File: src/rtl/wash_sequencer_if.sv
// Front-panel request lines and driver/status outputs of the wash sequencer.
interface wash_sequencer_if;
    logic       start;
    logic       door;
    logic       faucet;
    logic       abort;
    logic [1:0] prog;   // the panel's "program" select; that name is an SV keyword
    logic       fill;
    logic       warm;
    logic       wash;
    logic       drain;
    logic       dry;
    logic       f;
    logic [2:0] S;
    logic       paused;
    logic       busy;
    logic       done;

    modport master (
        output start, door, faucet, abort, prog,
        input  fill, warm, wash, drain, dry, f, S, paused, busy, done
    );

    modport slave (
        input  start, door, faucet, abort, prog,
        output fill, warm, wash, drain, dry, f, S, paused, busy, done
    );
endinterface

File: src/rtl/wash_sequencer.sv
// Washing-machine phase sequencer: programme-dependent FILL/WARM/WASH/DRAIN/DRY
// walk on a divided timebase, with pause on door/faucet loss and abort-to-drain.
module wash_sequencer #(
    parameter int DIV     = 4,
    parameter int CNT_W   = 8,
    parameter int FILL_T  = 2,
    parameter int WARM_T  = 2,
    parameter int WASH_T  = 3,
    parameter int DRAIN_T = 2,
    parameter int DRY_T   = 2
) (
    input  logic            inpFreq,
    input  logic            rstN,
    wash_sequencer_if.slave bus
);
    typedef enum logic [2:0] {
        ST_IDLE  = 3'd0,
        ST_FILL  = 3'd1,
        ST_WARM  = 3'd2,
        ST_WASH  = 3'd3,
        ST_DRAIN = 3'd4,
        ST_DRY   = 3'd5,
        ST_DONE  = 3'd6
    } state_t;

    localparam int               DIV_W      = (DIV > 1) ? $clog2(DIV) : 1;
    localparam logic [DIV_W-1:0] DIV_LAST   = DIV_W'(DIV - 1);
    localparam logic [CNT_W-1:0] FILL_LAST  = CNT_W'(FILL_T)  - CNT_W'(1);
    localparam logic [CNT_W-1:0] WARM_LAST  = CNT_W'(WARM_T)  - CNT_W'(1);
    localparam logic [CNT_W-1:0] WASH_LAST  = CNT_W'(WASH_T)  - CNT_W'(1);
    localparam logic [CNT_W-1:0] DRAIN_LAST = CNT_W'(DRAIN_T) - CNT_W'(1);
    localparam logic [CNT_W-1:0] DRY_LAST   = CNT_W'(DRY_T)   - CNT_W'(1);
    localparam logic [1:0]       P_HOT      = 2'd0;
    localparam logic [1:0]       P_RINSE    = 2'd2;
    localparam logic [1:0]       P_SPIN     = 2'd3;

    state_t           r_state;
    state_t           w_next;
    state_t           w_after;
    state_t           w_first;
    logic [DIV_W-1:0] r_div;
    logic [CNT_W-1:0] r_tmr;
    logic [CNT_W-1:0] w_last_cnt;
    logic [1:0]       r_prog;
    logic             r_abrt;
    logic             w_abrt_set;
    logic [4:0]       r_drv;
    logic [4:0]       w_drv_next;
    logic             w_busy;
    logic             w_paused;
    logic             w_run;
    logic             w_tick;
    logic             w_end;
    logic             w_chg;

    assign w_busy   = r_state inside {ST_FILL, ST_WARM, ST_WASH, ST_DRAIN, ST_DRY};
    assign w_paused = w_busy & (bus.door | ((r_state == ST_FILL) & ~bus.faucet));
    assign w_run    = w_busy & ~w_paused;
    assign w_tick   = w_run & (r_div == DIV_LAST);
    assign w_end    = w_tick & (r_tmr == w_last_cnt);
    assign w_chg    = (w_next != r_state);
    assign w_first  = (bus.prog == P_SPIN) ? ST_DRAIN : ST_FILL;

    always_comb begin
        w_last_cnt = '0;
        case (r_state)
            ST_FILL:  w_last_cnt = FILL_LAST;
            ST_WARM:  w_last_cnt = WARM_LAST;
            ST_WASH:  w_last_cnt = WASH_LAST;
            ST_DRAIN: w_last_cnt = DRAIN_LAST;
            ST_DRY:   w_last_cnt = DRY_LAST;
            default:  w_last_cnt = '0;
        endcase
    end

    // Successor of the current phase for the latched programme.
    always_comb begin
        w_after = ST_DONE;
        case (r_state)
            ST_FILL:  w_after = (r_prog == P_HOT) ? ST_WARM : ST_WASH;
            ST_WARM:  w_after = ST_WASH;
            ST_WASH:  w_after = ST_DRAIN;
            ST_DRAIN: w_after = (r_abrt || (r_prog == P_RINSE)) ? ST_DONE : ST_DRY;
            default:  w_after = ST_DONE;
        endcase
    end

    always_comb begin
        w_next     = r_state;
        w_abrt_set = 1'b0;
        case (r_state)
            ST_IDLE: begin
                if (bus.start && !bus.door && bus.faucet) w_next = w_first;
            end
            ST_FILL, ST_WARM, ST_WASH: begin
                // abort wins even when paused or on the phase's last tick
                if (bus.abort) begin
                    w_next     = ST_DRAIN;
                    w_abrt_set = 1'b1;
                end else if (w_end) begin
                    w_next = w_after;
                end
            end
            ST_DRAIN, ST_DRY: begin
                if (w_end) w_next = w_after;
            end
            ST_DONE: begin
                if (!bus.start) w_next = ST_IDLE;
            end
            default: w_next = ST_IDLE;
        endcase
    end

    always_comb begin
        w_drv_next = 5'b0;
        case (w_next)
            ST_FILL:  w_drv_next[0] = 1'b1;
            ST_WARM:  w_drv_next[1] = 1'b1;
            ST_WASH:  w_drv_next[2] = 1'b1;
            ST_DRAIN: w_drv_next[3] = 1'b1;
            ST_DRY:   w_drv_next[4] = 1'b1;
            default:  w_drv_next = 5'b0;
        endcase
    end

    always_ff @(posedge inpFreq or negedge rstN) begin
        if (!rstN) begin
            r_state <= ST_IDLE;
            r_div   <= '0;
            r_tmr   <= '0;
            r_prog  <= '0;
            r_abrt  <= 1'b0;
            r_drv   <= '0;
        end else begin
            r_state <= w_next;
            r_drv   <= w_drv_next;
            if ((r_state == ST_IDLE) && w_chg) begin
                r_prog <= bus.prog;
                r_abrt <= 1'b0;
            end else if (w_abrt_set) begin
                r_abrt <= 1'b1;
            end
            if (w_chg) begin
                r_div <= '0;
                r_tmr <= '0;
            end else if (w_tick) begin
                r_div <= '0;
                r_tmr <= r_tmr + CNT_W'(1);
            end else if (w_run) begin
                r_div <= r_div + DIV_W'(1);
            end
        end
    end

    // Registered drives are masked while paused so they drop with the pause input.
    assign bus.fill   = r_drv[0] & ~w_paused;
    assign bus.warm   = r_drv[1] & ~w_paused;
    assign bus.wash   = r_drv[2] & ~w_paused;
    assign bus.drain  = r_drv[3] & ~w_paused;
    assign bus.dry    = r_drv[4] & ~w_paused;
    assign bus.f      = w_tick;
    assign bus.S      = r_state;
    assign bus.paused = w_paused;
    assign bus.busy   = w_busy;
    assign bus.done   = (r_state == ST_DONE);
endmodule

File: src/flat_wrapper.sv
// flat-port wrapper written by rule: the top's interface ports become plain ports
module wash_sequencer_flat 
#(
    parameter int DIV     = 4,
    parameter int CNT_W   = 8,
    parameter int FILL_T  = 2,
    parameter int WARM_T  = 2,
    parameter int WASH_T  = 3,
    parameter int DRAIN_T = 2,
    parameter int DRY_T   = 2
)
  (inpFreq, rstN, bus_start, bus_door, bus_faucet, bus_abort, bus_prog, bus_fill, bus_warm, bus_wash, bus_drain, bus_dry, bus_f, bus_S, bus_paused, bus_busy, bus_done);
  wash_sequencer_if bus_i ();
  input  logic inpFreq;
  input  logic rstN;
  input wire logic [$bits(bus_i.start)-1:0] bus_start;
  input wire logic [$bits(bus_i.door)-1:0] bus_door;
  input wire logic [$bits(bus_i.faucet)-1:0] bus_faucet;
  input wire logic [$bits(bus_i.abort)-1:0] bus_abort;
  input wire logic [$bits(bus_i.prog)-1:0] bus_prog;
  output wire logic [$bits(bus_i.fill)-1:0] bus_fill;
  output wire logic [$bits(bus_i.warm)-1:0] bus_warm;
  output wire logic [$bits(bus_i.wash)-1:0] bus_wash;
  output wire logic [$bits(bus_i.drain)-1:0] bus_drain;
  output wire logic [$bits(bus_i.dry)-1:0] bus_dry;
  output wire logic [$bits(bus_i.f)-1:0] bus_f;
  output wire logic [$bits(bus_i.S)-1:0] bus_S;
  output wire logic [$bits(bus_i.paused)-1:0] bus_paused;
  output wire logic [$bits(bus_i.busy)-1:0] bus_busy;
  output wire logic [$bits(bus_i.done)-1:0] bus_done;
  assign bus_i.start = bus_start;
  assign bus_i.door = bus_door;
  assign bus_i.faucet = bus_faucet;
  assign bus_i.abort = bus_abort;
  assign bus_i.prog = bus_prog;
  assign bus_fill = bus_i.fill;
  assign bus_warm = bus_i.warm;
  assign bus_wash = bus_i.wash;
  assign bus_drain = bus_i.drain;
  assign bus_dry = bus_i.dry;
  assign bus_f = bus_i.f;
  assign bus_S = bus_i.S;
  assign bus_paused = bus_i.paused;
  assign bus_busy = bus_i.busy;
  assign bus_done = bus_i.done;
  wash_sequencer #(.DIV(DIV), .CNT_W(CNT_W), .FILL_T(FILL_T), .WARM_T(WARM_T), .WASH_T(WASH_T), .DRAIN_T(DRAIN_T), .DRY_T(DRY_T)) u_core (.inpFreq(inpFreq), .rstN(rstN), .bus(bus_i));
endmodule
File: config.mk
export PLATFORM = sky130hd
export DESIGN_NAME = wash_sequencer_flat
export DESIGN_NICKNAME = d
export VERILOG_FILES = /design/src/rtl/wash_sequencer_if.sv /design/src/rtl/wash_sequencer.sv /design/src/flat_wrapper.sv
export SDC_FILE = /design/constraint.sdc
export NUM_CORES = 1
export LEC_CHECK = 0
export ABC_CLOCK_PERIOD_IN_PS = 2300
export CORE_MARGIN = 5
export CORE_UTILIZATION = 55
export DETAILED_ROUTE_END_ITERATION = 7
export DONT_BUFFER_PORTS = 1
export HOLD_SLACK_MARGIN = 0.05
export PLACE_DENSITY = 0.79
export SYNTH_ARGS = -nofsm -noshare
export SYNTH_HDL_FRONTEND = slang
export SYNTH_SLANG_ARGS = --single-unit
File: constraint.sdc
create_clock -name inpFreq -period 2.3 [get_ports inpFreq]
set_input_delay 0.575 -clock inpFreq [delete_from_list [all_inputs] [get_ports inpFreq]]
set_output_delay 0.575 -clock inpFreq [all_outputs]
set_load 0.01 [all_outputs]
==> Flow_metrics.wiki, run 1 <==
{| class="wikitable"
! Metric !! Value
|-
| Die X || 59.0 um
|-
| Via-to-Cell Ratio || 5.98
|-
| Die height || 59.0 um
|-
| Cells after Synth || 150
|-
| Layout overhead on the synthesized area || 12.3%
|-
| Data required time of the worst path || 2.56 ns
|-
| Core Rows || 17
|-
| Top post-synthesis cells by count || sky130_fd_sc_hd__dfrtp_1, sky130_fd_sc_hd__nor2_1, sky130_fd_sc_hd__nand2_1
|-
| Most frequent cell after synthesis || sky130_fd_sc_hd__dfrtp_1
|-
| Wire length per cell || 16.3 um
|-
| Max-slew violations || 0
|-
| Path type of the worst setup path || register to register
|-
| PnR worst setup slack || 0.0148 ns
|-
| Cell type with the largest total area after synthesis || sky130_fd_sc_hd__dfrtp_1
|-
| Part of the total power dissipated in the clock network || 14.2%
|-
| Starting utilization of the core area || 58.5%
|-
| Count of H-tree levels built during CTS || 1
|-
| Clock sinks || 21
|-
| Final number of hold-violating endpoints || 0
|-
| Net switching power of the design || 531 uW
|-
| Fin nets || 170
|-
| P_int || 762 uW
|-
| Cell types with the largest area share after synthesis || sky130_fd_sc_hd__dfrtp_1, sky130_fd_sc_hd__nor2_1, sky130_fd_sc_hd__xor2_1, sky130_fd_sc_hd__nand2_1, sky130_fd_sc_hd__a21oi_1
|-
| Area share of the largest cell type after synthesis || 39.8%
|-
| CTS tree || yes
|-
| Power density of the placed cells || 872 mW/mm^2
|-
| Ordered list of cells on the worst path || and2_4 > or4b_4 > or3_4 > buf_4 > o21ai_1 > and3b_1
|-
| Rel. slew slack || 36.3%
|-
| R2R Path End || u_core.r_drv[3]$_DFF_PN0_
|-
| Vias after detailed routing || 1,118
|-
| Share of layout cells above drive strength 1 || 18.9%
|-
| Pre-CTS setup slack || 0.00427 ns
|-
| Fmax || 438 MHz
|-
| Remaining routing DRC violations || 0
|-
| Pin count of the biggest net entering global routing || 22
|-
| Max-cap violations || 0
|-
| Worst-case clock skew || 0.00918 ns
|-
| Core region area || 0.00225 mm^2
|-
| Total standard cell area after synthesis || 0.00132 mm^2
|-
| Reg2Reg Depth || 6
|-
| Kind of capture point of the worst setup path || register
|-
| Flop2flop setup slack || 0.01 ns
|-
| Flop pwr share || 40.5%
|-
| Count of flip-flops with a built-in enable after synthesis || 0
|-
| Total non-filler cell area in the finished layout || 0.00148 mm^2
|-
| Placed cell areas || 0.00138 mm^2
|-
| Syn Nets || 160
|-
| Unique masters post-synth || 44
|-
| Total I/O pin count || 20
|-
| Worst vdd ir || 740 uV
|-
| Standby leakage power || 0.663 nW
|-
| Min Clock Period, post-route || 2.29 ns
|-
| Overall power || 1.29 mW
|-
| Startpoint Class || register
|-
| Mean Syn Cell Area || 8.80 um^2
|-
| Transition time of the tightest slew-check pin || 0.952 ns
|-
| Startpoint of the most critical setup path || u_core.bus.S[1]$_DFF_PN0_
|-
| CTS clk-pin slew, worst paths || 0.12 ns
|-
| Initial DRT Pass Iterations || 4
|-
| Total grt overflow || 0
|-
| Combinational share of power || 45.3%
|-
| Seq/Total Area, Yosys || 39.8%
|-
| Port Buffers || 0
|-
| Crit path max-delay cell type || sky130_fd_sc_hd__or4b_4
|-
| Vias in the first global route || 1,116
|-
| Data arrival time of the critical path || 2.54 ns
|-
| Worst-skew pair later-pin latency || 0.32 ns
|-
| Total CTS buffers || 3
|-
| Antenna violations before repair || 0
|-
| Path type of the worst min-delay path || input pin to register
|-
| Utilization of the core after routing || 65.8%
|-
| Gpl congestion || 0.958
|-
| Die area || 0.00348 mm^2
|-
| Remaining antenna violation count || 0
|-
| HPWL after detailed placement || 2.22 mm
|-
| Final setup violation count || 0
|-
| Number of DRC markers after the initial detailed-route iteration || 69
|-
| Clock tree root driver cell || sky130_fd_sc_hd__clkbuf_4
|-
| Overall global routing resource usage || 19.6%
|-
| Register bit total from synthesis || 21
|-
| Ant diodes || 0
|-
| Sw Share || 41.1%
|-
| Crit path to || u_core.r_drv[3]$_DFF_PN0_
|-
| Most instantiated flip-flop cell in the synthesis netlist || sky130_fd_sc_hd__dfrtp_1
|-
| Wire length of the first global-routing pass || 5.15 mm
|-
| Run status || finished clean
|-
| Top fanout value on the critical path || 4
|-
| Detailed Route WL || 3.06 mm
|-
| Reg-to-reg startpoint || u_core.bus.S[1]$_DFF_PN0_
|-
| Final period util || 99.4%
|-
| Share of flip-flops with an asynchronous set or reset after synthesis || 100%
|-
| Setup repair after global routing missed its margin || true
|-
| Crit path largest cell delay || 0.59 ns
|-
| Warnings, synthesis || 0
|-
| Buffers from clock root to sink, at most || 2
|}
-- layer usage --
metal  up-vias  part of all wire [%]  wire (um)  track usage, %
met5         -                     0          0               0
met4         0                   1.4         42            6.80
met3         5                   7.6        233            4.36
met2        45                    49       1500            32.3
met1       534                    42       1280            25.3
li1        534                     -          -               -
-- worst min-delay path by stage --
| stage | from | cells after the start | end |
|---|---|---|---|
| final | bus_prog[0] | 1 | u_core.r_prog[0]$_DFFE_PN0P_ |
| after global routing | bus_prog[0] | 1 | u_core.r_prog[0]$_DFFE_PN0P_ |
| after CTS | bus_prog[0] | 1 | u_core.r_prog[0]$_DFFE_PN0P_ |
| after detailed placement | rstN | 0 | u_core.r_abrt$_DFFE_PN0P_ |
| after global placement | rstN | 0 | u_core.r_abrt$_DFFE_PN0P_ |
| after floorplan | rstN | 0 | u_core.bus.S[0]$_DFF_PN0_ |
-- area by class of cell --
type,instances,area (um^2)
well taps,28,35.0
clock inverters,1,5.00
repair buffers,11,85.1
fillers,208,772
flip-flops and latches,21,526
multi-input cells,116,779
clock buffers,3,22.5
inverters,7,30.0
-- cells by family (layout without fill, tap and decap cells) --
logic type               after synthesis  in the layout  share of synthesized area (%)
AO/OA/AOI/OAI                         25             25                           11.2
XOR/XNOR                              10             10                           6.64
adder cells (fa/ha/maj)                2              2                           1.90
buffers and inverters                 13             22                           4.08
flip-flops                            21             21                           39.8
multiplexers                           4              4                           3.32
AND/OR/NAND/NOR                       75             75                           33.1
-- cell usage in the layout (no fill, tap or decap), types with 5 or more instances in the layout --
master,count
sky130_fd_sc_hd__nand2_1,16
sky130_fd_sc_hd__xor2_1,6
sky130_fd_sc_hd__o21ai_0,5
sky130_fd_sc_hd__dfrtp_1,21
sky130_fd_sc_hd__buf_4,10
sky130_fd_sc_hd__a21oi_1,9
sky130_fd_sc_hd__and2_1,6
sky130_fd_sc_hd__nor2_1,17
sky130_fd_sc_hd__inv_1,5
-- through the flow --
step	TNS [ns]	std cells	hold slack, ns
global route	-0.116	187	0.375
detailed placement	0	179	0.280
CTS	0	184	0.396
finish	0	187	0.401
floorplan	0	150	0.279
global placement	0	179	0.280
-- power by group through the flow --
stage	sequential (mW)	clock [mW]	combinational, mW
final	0.524	0.183	0.586
after global routing	0.536	0.218	0.647
after CTS	0.520	0.187	0.537
after detailed placement	0.529	0	0.524
after global placement	0.522	0	0.504
after floorplan	0.508	0	0.402
-- critical path, delay by kind of cell (launching register included) --
family                 cells  cell delay (ns)
AOI/OAI and AO/OA          1             0.29
buffers and inverters      1             0.15
DFF                        1             0.42
and+or+nand+nor            4             1.38
-- registers in the layout, indices dropped and copies added, names as in the netlist --
signal and flops:
u_core.r_div 2, u_core.r_abrt 1, u_core.r_prog 2, u_core.r_drv 5
u_core.bus.S 3, u_core.r_tmr 8
-- repair_timing --
action                     4_1_cts  5_1_grt
buffers inserted                 0        3
pin swaps                        0        9
resized for setup                1        7
hold endpoints to repair        21        0
hold buffers                     1        0
setup endpoints to repair        5       21
(Power assumes the default switching activity.)
==> inputs of run 2 (changes only) <==
--- a/config.mk
+++ b/config.mk
@@ -6,6 +6,7 @@
 export NUM_CORES = 1
 export LEC_CHECK = 0
 export ABC_CLOCK_PERIOD_IN_PS = 2300
+export CAP_MARGIN = 30
 export CORE_MARGIN = 5
 export CORE_UTILIZATION = 55
 export DETAILED_ROUTE_END_ITERATION = 7
==> Flow_metrics.wiki, run 2 (synthesized netlist as in run 1, its figures left out) <==
{| class="wikitable"
! Metric !! Value
|-
| Startpoint Class || register
|-
| HPWL after detailed placement || 2.22 mm (unchanged)
|-
| Worst vdd ir || 741 uV (+0.12%)
|-
| Cell depth of the worst min-delay path || 1 (unchanged)
|-
| Fin nets || 171 (+0.59%)
|-
| Buffers from clock root to sink, at most || 2 (unchanged)
|-
| P_int || 766 uW (+0.45%)
|-
| Reg with most FFs || u_core.r_tmr
|-
| Combinational share of power || 45.6% (+0.3 points)
|-
| Die height || 59.0 um (unchanged)
|-
| PnR worst setup slack || 0.0194 ns (+0.00462 ns)
|-
| Max-slew violations || 0 (unchanged)
|-
| Hold wc startpoint || bus_prog[0]
|-
| CTS tree || yes
|-
| Count of H-tree levels built during CTS || 1 (unchanged)
|-
| Kind of capture point of the worst setup path || register
|-
| Setup repair after global routing missed its margin || true
|-
| Port Buffers || 0 (unchanged)
|-
| Reg-to-reg startpoint || u_core.bus.S[1]$_DFF_PN0_
|-
| Run status || finished clean
|-
| Flop2flop setup slack || 0.02 ns (about the same)
|-
| Most frequent cells in the layout || sky130_fd_sc_hd__dfrtp_1, sky130_fd_sc_hd__nor2_1, sky130_fd_sc_hd__nand2_1, sky130_fd_sc_hd__buf_4, sky130_fd_sc_hd__a21oi_1
|-
| Final number of hold-violating endpoints || 0 (unchanged)
|-
| Total grt overflow || 0 (unchanged)
|-
| Remaining antenna violation count || 0 (unchanged)
|-
| Area taken by multi-input logic gates || 779 um^2 (unchanged)
|-
| Count of non-filler cells in the finished layout || 188 (+0.53%)
|-
| Clock tree root driver cell || sky130_fd_sc_hd__clkbuf_4
|-
| Fmax || 438 MHz (+0.20%)
|-
| Max reg flops || 8 (unchanged)
|-
| Final setup violation count || 0 (unchanged)
|-
| Gpl congestion || 0.958 (unchanged)
|-
| R2R Path End || u_core.r_drv[3]$_DFF_PN0_
|-
| Die X || 59.0 um (unchanged)
|-
| Remaining routing DRC violations || 0 (unchanged)
|-
| Transition time of the tightest slew-check pin || 0.358 ns (-0.594 ns)
|-
| Worst-skew pair later-pin latency || 0.32 ns (about the same)
|-
| Total of fill cells in the finished design || 204 (-1.9%)
|-
| Min Clock Period, post-route || 2.28 ns (-0.00462 ns)
|-
| Part of the total power dissipated in the clock network || 14.1% (about the same)
|-
| Core Rows || 17 (unchanged)
|-
| Data required time of the worst path || 2.56 ns (about the same)
|-
| Path type of the worst setup path || register to register
|-
| Worst-case clock skew || 0.00906 ns (-0.000111 ns)
|-
| Rel. slew slack || 76.0% (+40 points)
|-
| Die area || 0.00348 mm^2 (unchanged)
|-
| Layout overhead on the synthesized area || 13.5%
|-
| Most common library cell in the layout ignoring fill and taps || sky130_fd_sc_hd__dfrtp_1
|-
| Path type of the worst min-delay path || input pin to register
|-
| Via-to-Cell Ratio || 5.93 (-0.80%)
|-
| Total I/O pin count || 20 (unchanged)
|-
| Wire length of the first global-routing pass || 5.15 mm (unchanged)
|-
| Standby leakage power || 0.671 nW (+1.2%)
|-
| Vias after detailed routing || 1,115 (-0.27%)
|-
| Vias in the first global route || 1,116 (unchanged)
|-
| Max-cap violations || 0 (unchanged)
|-
| CTS clk-pin slew, worst paths || 0.12 ns (about the same)
|-
| Pin count of the biggest net entering global routing || 22 (unchanged)
|-
| Total placed cells including tap cells || 179 (unchanged)
|-
| Hold worst-path end || u_core.r_prog[0]$_DFFE_PN0P_
|-
| Core region area || 0.00225 mm^2 (unchanged)
|-
| Final period util || 99.2% (-0.20 points)
|-
| Share of layout cells above drive strength 1 || 19.4% (+0.51 points)
|-
| Pre-CTS setup slack || 0.00427 ns (unchanged)
|-
| Data arrival time of the critical path || 2.54 ns (about the same)
|-
| Clock sinks || 21 (unchanged)
|-
| Ant diodes || 0 (unchanged)
|-
| Wire length per cell || 16.4 um (+0.64%)
|-
| Sw Share || 41.0% (-0.092 points)
|-
| Top fanout value on the critical path || 4 (unchanged)
|-
| Reg2Reg Depth || 6 (unchanged)
|-
| Overall global routing resource usage || 19.6% (unchanged)
|-
| Starting utilization of the core area || 58.5% (unchanged)
|-
| Flop pwr share || 40.3% (-0.2 points)
|-
| Antenna violations before repair || 0 (unchanged)
|-
| Overall power || 1.30 mW (+0.29%)
|-
| Footprint of the flip-flops and latches || 526 um^2 (unchanged)
|-
| Total CTS buffers || 3 (unchanged)
|-
| Detailed Route WL || 3.09 mm (+1.2%)
|-
| Number of DRC markers after the initial detailed-route iteration || 47 (-32%)
|-
| Power density of the placed cells || 866 mW/mm^2 (-0.71%)
|-
| Net switching power of the design || 532 uW (about the same)
|-
| Initial DRT Pass Iterations || 4 (unchanged)
|}
==> run 2: power groups by stage <==
stage | clock network [mW] | logic [mW] | registers (mW)
finish | 0.183 | 0.592 | 0.522
global route | 0.218 | 0.652 | 0.536
CTS | 0.187 | 0.537 | 0.520
detailed placement | 0 | 0.524 | 0.529
global placement | 0 | 0.504 | 0.522
floorplan | 0 | 0.402 | 0.508
==> run 2: cell type report <==
type / count / share of cell area (%)
Timing Repair Buffer: 12 / 6.68
Inverter: 7 / 2.01
Multi-Input combinational cell: 116 / 52.0
Sequential cell: 21 / 35.1
Clock buffer: 3 / 1.50
Tap cell: 28 / 2.34
Clock inverter: 1 / 0.334
==> run 2: critical path: stages (launching register included) <==
cell	delay (ns)
sky130_fd_sc_hd__dfrtp_1	0.42
sky130_fd_sc_hd__and2_4	0.18
sky130_fd_sc_hd__or4b_4	0.59
sky130_fd_sc_hd__or3_4	0.40
sky130_fd_sc_hd__buf_4	0.15
sky130_fd_sc_hd__o21ai_1	0.29
sky130_fd_sc_hd__and3b_1	0.21
==> run 2: through the flow <==
step	hold slack (ns)	utilization (%)	TNS (ns)	instance area [um^2]
finish	0.403	66.4	0	1500
detailed placement	0.280	61.2	0	1380
CTS	0.396	63.2	0	1420
floorplan	0.279	-	0	1320
global placement	0.280	61.2	0	1380
global route	0.375	66.4	-0.116	1500
==> run 2: worst max-delay path by stage <==
stage                                         start                          end  cells after the start
after CTS                 u_core.bus.S[0]$_DFF_PN0_                     bus_warm                      6
after detailed placement                 bus_faucet  u_core.r_tmr[4]$_DFFE_PN0P_                      7
after global placement                   bus_faucet  u_core.r_div[1]$_DFFE_PN0P_                      7
after floorplan           u_core.bus.S[1]$_DFF_PN0_    u_core.r_drv[3]$_DFF_PN0_                      6
final                     u_core.bus.S[1]$_DFF_PN0_    u_core.r_drv[3]$_DFF_PN0_                      6
after global routing      u_core.bus.S[1]$_DFF_PN0_    u_core.r_drv[2]$_DFF_PN0_                      7
==> run 2: what timing repair did <==
item,in CTS,in global routing
gates resized for setup,1,8
hold buffers,1,0
hold endpoints to repair,21,0
setup buffers,0,3
setup endpoints to repair,5,21
pin swaps,0,9
==> run 2: metal layers <==
metal,vias to the layer above,GRT usage [%],routed length [um]
met5,-,0,0
met4,0,6.80,26
met3,3,4.36,216
met2,38,32.3,1550
met1,533,25.3,1300
li1,541,-,-
==> inputs of run 3 (changes only) <==
--- a/config.mk
+++ b/config.mk
@@ -13,6 +13,7 @@
 export DONT_BUFFER_PORTS = 1
 export HOLD_SLACK_MARGIN = 0.05
 export PLACE_DENSITY = 0.79
+export SLEW_MARGIN = 30
 export SYNTH_ARGS = -nofsm -noshare
 export SYNTH_HDL_FRONTEND = slang
 export SYNTH_SLANG_ARGS = --single-unit
==> Flow_metrics.wiki, run 3 (synthesized netlist as in run 1, its figures left out) <==
{| class="wikitable"
! Metric !! Value
|-
| Startpoint of the most critical setup path || u_core.bus.S[1]$_DFF_PN0_
|-
| Standby leakage power || 0.663 nW (-1.2%)
|-
| Detailed Route WL || 3.06 mm (-1.0%)
|-
| Total of fill cells in the finished design || 209 (+2.5%)
|-
| Wire length per cell || 16.4 um (-0.51%)
|-
| Power density of the placed cells || 875 mW/mm^2 (+1.0%)
|-
| Max-slew violations || 0 (unchanged)
|-
| Starting utilization of the core area || 58.5% (unchanged)
|-
| Initial DRT Pass Iterations || 4 (unchanged)
|-
| Path type of the worst min-delay path || input pin to async pin
|-
| Pin count of the biggest net entering global routing || 22 (unchanged)
|-
| Worst hold margin || 0.192 ns (-0.211 ns)
|-
| Transition time of the tightest slew-check pin || 0.475 ns (+0.117 ns)
|-
| Ordered list of cells on the worst path || and2_4 > or4b_4 > or3_4 > buf_4 > o21ai_1 > and3b_1
|-
| Data arrival time of the critical path || 2.54 ns (about the same)
|-
| Share of layout cells above drive strength 1 || 19.5% (+0.12 points)
|-
| Overall power || 1.29 mW (-0.35%)
|-
| Vias after detailed routing || 1,117 (+0.18%)
|-
| Die height || 59.0 um (unchanged)
|-
| Final number of hold-violating endpoints || 0 (unchanged)
|-
| Total grt overflow || 0 (unchanged)
|-
| Total non-filler cell area in the finished layout || 0.00148 mm^2 (-1.3%)
|-
| Clock tree root driver cell || sky130_fd_sc_hd__clkbuf_4
|-
| Vias in the first global route || 1,116 (unchanged)
|-
| Worst-skew pair later-pin latency || 0.32 ns (about the same)
|-
| Reg-to-reg startpoint || u_core.bus.S[1]$_DFF_PN0_
|-
| Die X || 59.0 um (unchanged)
|-
| PnR worst setup slack || 0.0148 ns (-0.00462 ns)
|-
| Crit path to || u_core.r_drv[3]$_DFF_PN0_
|-
| Overall global routing resource usage || 19.6% (unchanged)
|-
| HPWL after detailed placement || 2.22 mm (unchanged)
|-
| Most common library cell in the layout ignoring fill and taps || sky130_fd_sc_hd__dfrtp_1
|-
| CTS tree || yes
|-
| Die area || 0.00348 mm^2 (unchanged)
|-
| Kind of capture point of the worst setup path || register
|-
| Max-cap violations || 0 (unchanged)
|-
| Min Clock Period, post-route || 2.29 ns (+0.00462 ns)
|-
| Setup repair after global routing missed its margin || true
|-
| Remaining routing DRC violations || 0 (unchanged)
|-
| Ant diodes || 0 (unchanged)
|-
| Port Buffers || 0 (unchanged)
|-
| Via-to-Cell Ratio || 5.97 (+0.72%)
|-
| Total placed cells including tap cells || 179 (unchanged)
|-
| Total CTS buffers || 3 (unchanged)
|-
| Most frequent cells in the layout || sky130_fd_sc_hd__dfrtp_1, sky130_fd_sc_hd__nor2_1, sky130_fd_sc_hd__nand2_1, sky130_fd_sc_hd__buf_4, sky130_fd_sc_hd__a21oi_1
|-
| Reg2Reg Depth || 6 (unchanged)
|-
| Placed cell areas || 0.00138 mm^2 (unchanged)
|-
| Antenna violations before repair || 0 (unchanged)
|-
| Startpoint Class || register
|-
| Max reg flops || 8 (unchanged)
|-
| Top fanout value on the critical path || 4 (unchanged)
|-
| Fin nets || 170 (-0.58%)
|-
| Data required time of the worst path || 2.56 ns (about the same)
|-
| Crit path max-delay cell type || sky130_fd_sc_hd__or4b_4
|-
| Flop2flop setup slack || 0.01 ns (about the same)
|-
| R2R Path End || u_core.r_drv[3]$_DFF_PN0_
|-
| Wire length of the first global-routing pass || 5.15 mm (unchanged)
|-
| Run status || finished clean
|-
| Buffers from clock root to sink, at most || 2 (unchanged)
|-
| Worst-case clock skew || 0.00901 ns (-0.0000531 ns)
|-
| Remaining antenna violation count || 0 (unchanged)
|-
| Total I/O pin count || 20 (unchanged)
|-
| Count of non-filler cells in the finished layout || 187 (-0.53%)
|-
| Utilization of the core after routing || 65.5% (-0.89 points)
|-
| Core Rows || 17 (unchanged)
|-
| Clock sinks || 21 (unchanged)
|-
| CTS clk-pin slew, worst paths || 0.12 ns (about the same)
|-
| Final period util || 99.4% (+0.20 points)
|-
| Layout overhead on the synthesized area || 11.9%
|-
| Final setup violation count || 0 (unchanged)
|-
| Fmax || 438 MHz (-0.20%)
|-
| Worst vdd ir || 740 uV (-0.12%)
|-
| Count of H-tree levels built during CTS || 1 (unchanged)
|-
| Path type of the worst setup path || register to register
|-
| Rel. slew slack || 68.3% (-7.7 points)
|-
| Gpl congestion || 0.958 (unchanged)
|-
| Number of DRC markers after the initial detailed-route iteration || 61 (+30%)
|-
| Crit path largest cell delay || 0.59 ns (about the same)
|-
| Core region area || 0.00225 mm^2 (unchanged)
|-
| Setup TNS after final layout || 0 ns (unchanged)
|-
| Pre-CTS setup slack || 0.00427 ns (unchanged)
|-
| Reg with most FFs || u_core.r_tmr
|}
## run 3: what timing repair did
item,in CTS,in global routing
pin swaps,0,9
hold buffers,1,0
cloned,0,0
setup endpoints to repair,5,21
gates resized for setup,1,7
buffers inserted,0,3
endpoints found under the hold margin,21,0
## run 3: layout make-up
cell class	instances	area (um^2)	area share [%]
inverters	7	30.0	2.03
repair buffers	11	80.1	5.42
multi-input cells	116	779	52.8
flip-flops and latches	21	526	35.6
clock buffers	3	22.5	1.52
clock inverters	1	5.00	0.339
well taps	28	35.0	2.37
## run 3: how the worst min path moves through the flow
stage,to,from,cells after the start,slack (ns)
after floorplan,u_core.bus.S[0]$_DFF_PN0_,rstN,0,0.28
after global placement,u_core.r_abrt$_DFFE_PN0P_,rstN,0,0.28
after detailed placement,u_core.r_abrt$_DFFE_PN0P_,rstN,0,0.28
after CTS,u_core.r_prog[0]$_DFFE_PN0P_,bus_prog[0],1,0.40
after global routing,u_core.r_tmr[5]$_DFFE_PN0P_,rstN,1,0.21
final,u_core.r_tmr[5]$_DFFE_PN0P_,rstN,1,0.19
## run 3: layer usage
layer	vias up	track usage, %	wire, um
li1	534	-	-
met1	533	25.3	1280
met2	45	32.3	1500
met3	5	4.36	233
met4	0	6.80	42
met5	-	0	0
## run 3: report_power, final
| group | internal [mW] | switching (mW) |
|---|---|---|
| Combinational | 0.249 | 0.336 |
| Sequential | 0.447 | 0.0768 |
| Clock | 0.0651 | 0.118 |
| Total | 0.762 | 0.531 |
## run 3: critical path: cells and delay by family (launching register included)
| family | cells | cell delay, ns |
|---|---|---|
| buffers and inverters | 1 | 0.15 |
| AOI/OAI and AO/OA | 1 | 0.29 |
| DFF | 1 | 0.42 |
| and+or+nand+nor | 4 | 1.38 |
